==> config.mk <==
export PLATFORM = sky130hd
export DESIGN_NAME = pipe_stage_skid
export DESIGN_NICKNAME = d
export VERILOG_FILES = /design/src/rtl/pipe_stage_skid.sv
export SDC_FILE = /design/constraint.sdc
export NUM_CORES = 1
export LEC_CHECK = 0
export BUFFER_PORTS_ARGS = -buffer_cell sky130_fd_sc_hd__buf_2
export CORE_MARGIN = 8
export CORE_UTILIZATION = 32
export CTS_CLUSTER_SIZE = 8
export DETAILED_ROUTE_END_ITERATION = 10
export PLACE_DENSITY_LB_ADDON = 0.25
export SLEW_MARGIN = 20
export SYNTH_ARGS = -nofsm -noshare
export SYNTH_HDL_FRONTEND = slang
export SYNTH_SLANG_ARGS = --single-unit
==> constraint.sdc <==
create_clock -name clk -period 4.31 [get_ports clk]
set_input_delay 0.2155 -clock clk [delete_from_list [all_inputs] [get_ports clk]]
set_output_delay 0.2155 -clock clk [all_outputs]
set_load 0.005 [all_outputs]
==> src/rtl/pipe_stage_skid.sv <==
// Pipeline stage register with valid/ready handshake, two-entry skid buffer,
// per-lane valid bits and synchronous flush. in_ready decodes registered state only.
//
// state   | meaning
// --------+--------------------------------------------------
// S_EMPTY | no beat held, out_valid=0, in_ready=1
// S_ONE   | main entry drives out_*, skid empty, in_ready=1
// S_FULL  | main drives out_*, skid holds overflow, in_ready=0
module pipe_stage_skid #(
  parameter int WIDTH        = 128,
  parameter int LANES        = 2,
  parameter int ZERO_INVALID = 1
) (
  input  logic                   clk,
  input  logic                   rst,
  input  logic                   flush,
  input  logic                   in_valid,
  output logic                   in_ready,
  input  logic [LANES-1:0]       in_lane_vld,
  input  logic [LANES*WIDTH-1:0] in_data,
  output logic                   out_valid,
  input  logic                   out_ready,
  output logic [LANES-1:0]       out_lane_vld,
  output logic [LANES*WIDTH-1:0] out_data,
  output logic [1:0]             occupancy
);

  localparam logic [1:0] S_EMPTY = 2'd0;
  localparam logic [1:0] S_ONE   = 2'd1;
  localparam logic [1:0] S_FULL  = 2'd2;
  localparam bit         ZI      = (ZERO_INVALID != 0);

  logic [1:0]             state_q, state_d;
  logic [LANES*WIDTH-1:0] main_data_q, main_data_d;
  logic [LANES-1:0]       main_vld_q, main_vld_d;
  logic [LANES*WIDTH-1:0] skid_data_q, skid_data_d;
  logic [LANES-1:0]       skid_vld_q, skid_vld_d;
  logic [LANES*WIDTH-1:0] in_masked;
  logic                   accept;
  logic                   pop;

  assign in_ready     = (state_q != S_FULL);
  assign out_valid    = (state_q != S_EMPTY);
  assign occupancy    = state_q;
  assign out_data     = main_data_q;
  assign out_lane_vld = main_vld_q;
  assign accept       = in_valid & in_ready;
  assign pop          = out_valid & out_ready;

  // Invalid lanes are stored as zero so stale fields never leak downstream.
  always_comb begin
    in_masked = in_data;
    for (int i = 0; i < LANES; i++) begin
      if (ZI && !in_lane_vld[i]) in_masked[i*WIDTH +: WIDTH] = '0;
    end
  end

  always_comb begin
    state_d     = state_q;
    main_data_d = main_data_q;
    main_vld_d  = main_vld_q;
    skid_data_d = skid_data_q;
    skid_vld_d  = skid_vld_q;
    if (flush) begin
      // A beat popped this cycle is already delivered; everything else dies.
      state_d    = S_EMPTY;
      main_vld_d = '0;
      skid_vld_d = '0;
      if (ZI) begin
        main_data_d = '0;
        skid_data_d = '0;
      end
    end else begin
      case (state_q)
        S_EMPTY: begin
          if (accept) begin
            state_d     = S_ONE;
            main_data_d = in_masked;
            main_vld_d  = in_lane_vld;
          end
        end
        S_ONE: begin
          if (accept && pop) begin
            main_data_d = in_masked;
            main_vld_d  = in_lane_vld;
          end else if (accept) begin
            state_d     = S_FULL;
            skid_data_d = in_masked;
            skid_vld_d  = in_lane_vld;
          end else if (pop) begin
            state_d    = S_EMPTY;
            main_vld_d = '0;
            if (ZI) main_data_d = '0;
          end
        end
        S_FULL: begin
          if (pop) begin
            state_d     = S_ONE;
            main_data_d = skid_data_q;
            main_vld_d  = skid_vld_q;
            skid_vld_d  = '0;
            if (ZI) skid_data_d = '0;
          end
        end
        default: begin
          state_d    = S_EMPTY;
          main_vld_d = '0;
          skid_vld_d = '0;
        end
      endcase
    end
  end

  always_ff @(posedge clk or negedge rst) begin
    if (!rst) begin
      state_q     <= S_EMPTY;
      main_data_q <= '0;
      main_vld_q  <= '0;
      skid_data_q <= '0;
      skid_vld_q  <= '0;
    end else begin
      state_q     <= state_d;
      main_data_q <= main_data_d;
      main_vld_q  <= main_vld_d;
      skid_data_q <= skid_data_d;
      skid_vld_q  <= skid_vld_d;
    end
  end

endmodule

==> metrics.txt <==
WHS Path Cells 4; gate count after technology mapping 2702; Worst Tran Pin Value 1.108 ns; Vias 24.86k; Std-Cell Rows 105; mux contribution to synthesized area 0.001244; area grow syn2layout 29.60%; RSZ-0062 raised after global routing false; Hold Path End occupancy[1]; Slew Limit Fails 0; initial antenna violation count 13; # setup viols final 0; total track usage 0.2054; syn avg cell area 9.682 µm²; GPL Wtd Cong 0.7629; fin crit share 0.6699; Max-Cap Viols 0; CP Class reg2reg; die area 91160 µm²; first-pass detailed-route iteration total 5; total power 14.56 mW; Hold Path Class in2reg; clock slew at reported path FFs 0.05 ns; Sink Count 518; simple-gate area share of the yosys netlist 0.1531; Peak VDD IR 0.7112 mV; power density cells 429.6 nW/µm²; f_max 0.3464 GHz; Worst EP required 4.80 ns; Netlist cell types 33; Chip Width 301.9 µm; status finished, final reports clean; Ports 525; r2r endpoint out_data[151]; vias in the first global route 24.80k; PortBufs 524; Fin Setup TNS 0 ns; Root Buffer clkbuf_16; most frequent cells in the layout buf_2, dfrtp_1, o2bb2ai_1; Leak 14.32 nW; crit path time final 2.887 ns; post-synth net total 2969; initial core utilization 0.3212; RR Startpoint occupancy[1]; Worst EP arrival 3.38 ns; share of layout cells above drive strength 1 0.2046; starting DRC count in detailed routing 1818; crit end category flip-flop; CP max FO 109; CTS resizes 0; dpl hpwl 57530 µm; sequential area share after synthesis 0.4955; met1 Use GR 0.2751; global route overflow 0; later-pin clock latency in the skew report 0.60 ns; met3 usage 0.03426; Yosys reg bits 518; post-place setup slack 1.531 ns; clk buf depth 3; Post-Synth Adder-Cell Area 0.001913; first-pass GRT wire length 152000 µm; Synth Area in XOR/XNOR 0; most common cell after layout, fill and taps aside buf_2; hold violation count in the final report 0; largest area contributor in the netlist dfrtp_1; Num CTS Buffers 75; Max transition margin 0.2612; Max H-tree Level 3; post-synthesis compound-gate area fraction 0.2846; Startpoint Class flip-flop; R2R depth 7; nets@finish 3536; Hold Path Origin out_ready; Synth area leaders dfrtp_1, o2bb2ai_1, a31oi_1, or3_1, nand3_1; Die H 301.9 µm; Synth top area share 0.4955; hold_buf cts 258; Antenna Violating Nets Remaining 0; reg-to-reg setup timing slack 1.42 ns; # DRC 0; Post-CTS Setup Inserts 0; layer with the highest usage met2; CORE AREA 81450 µm²; largest net degree at the start of global routing 165; area of the mapped netlist 26160 µm²; CTS tree built; vias per cell 5.706; Yosys warning count 0; WL final 97710 µm; final worst setup slack 1.423 ns; Avg WL per Cell 22.43 µm; final setup skew 0.02265 ns; largest family of logic cells by synthesized area compound AO/OA/AOI/OAI gates; met2 Usage GRT 0.3337
## metal layers
metal,part of all wire,vias up,wire (µm)
li1,-,11419,-
met1,0.44,12469,42910
met2,0.47,786,46280
met3,0.054,175,5240
met4,0.033,8,3233
met5,0.00050,-,49
## worst max-delay path by stage
stage	startpoint	endpoint	slack [ns]	cells after the start
after floorplan	occupancy[0]	out_data[146]	2.41	8
after global placement	occupancy[0]	skid_data_q[109]	1.57	6
after detailed placement	occupancy[0]	skid_data_q[122]	1.53	6
after CTS	occupancy[0]	skid_data_q[116]	1.50	6
after global routing	occupancy[1]	out_data[46]	1.34	7
final	occupancy[1]	out_data[151]	1.42	7
## synth_stat cells, drive strengths merged
| cell type | count |
|---|---|
| dfrtp | 518 |
| o2bb2ai | 511 |
| a31oi | 259 |
| nand2 | 259 |
| nand3 | 259 |
| a21oi | 258 |
| or3 | 258 |
| clkbuf | 198 |
| buf | 145 |
| nand2b | 6 |
| inv | 5 |
| ha | 4 |
| o21ai | 4 |
| and3b | 3 |
| nor2 | 3 |
| a22oi | 2 |
| and2 | 2 |
| mux2 | 2 |
| nor2b | 2 |
| a211oi | 1 |
| a21o | 1 |
| a221oi | 1 |
| mux2i | 1 |
## cell type report
class / instances / area (µm²)
Clock inverter: 5 / 95.09
Clock buffer: 82 / 1956
Timing Repair Buffer: 833 / 5926
Fill cell: 7938 / 47550
Sequential cell: 518 / 12960
Antenna cell: 7 / 17.52
Inverter: 5 / 18.77
Multi-Input combinational cell: 1836 / 11590
Tap cell: 1070 / 1339
## sequential cells by signal, indices dropped and copies added (netlist names)
| signal | cells |
|---|---|
| out_data | 256 |
| skid_data_q | 256 |
| occupancy | 2 |
| out_lane_vld | 2 |
| skid_vld_q | 2 |
## critical path, stage by stage, from the launching register on
cell	delay [ns]
dfrtp_1	0.45
inv_1	0.12
ha_1	0.27
nor2_2	0.22
mux2i_1	0.45
nand2b_4	0.40
buf_12	0.34
o2bb2ai_1	0.31
## kinds of logic (layout without fill, tap and decap cells)
family          after synthesis  count (layout)
compound gates             1037            1037
fa+ha+maj                     4               4
buf+inv                     348             925
flops                       518             518
mux                           3               3
other cells                   0               7
simple gates                792             792
## power breakdown
group	internal [mW]	switching (mW)	leakage (nW)
logic	1.18	2.44	6.14
registers	5.25	0.263	7.18
clock network	3.23	2.20	1.00
## metrics by stage
stage                     area, µm²  hold WS, ns  std cells  utilization
after floorplan               26160     -0.08009       2702            -
after global placement        29250       0.3295       4004       0.3591
after detailed placement      29250       0.3330       4004       0.3591
after CTS                     33890     0.007046       4349       0.4160
after global routing          33890      0.07605       4352       0.4161
final                         33900      0.06428       4356       0.4162
Note: power is estimated with default switching activity, not from simulation.
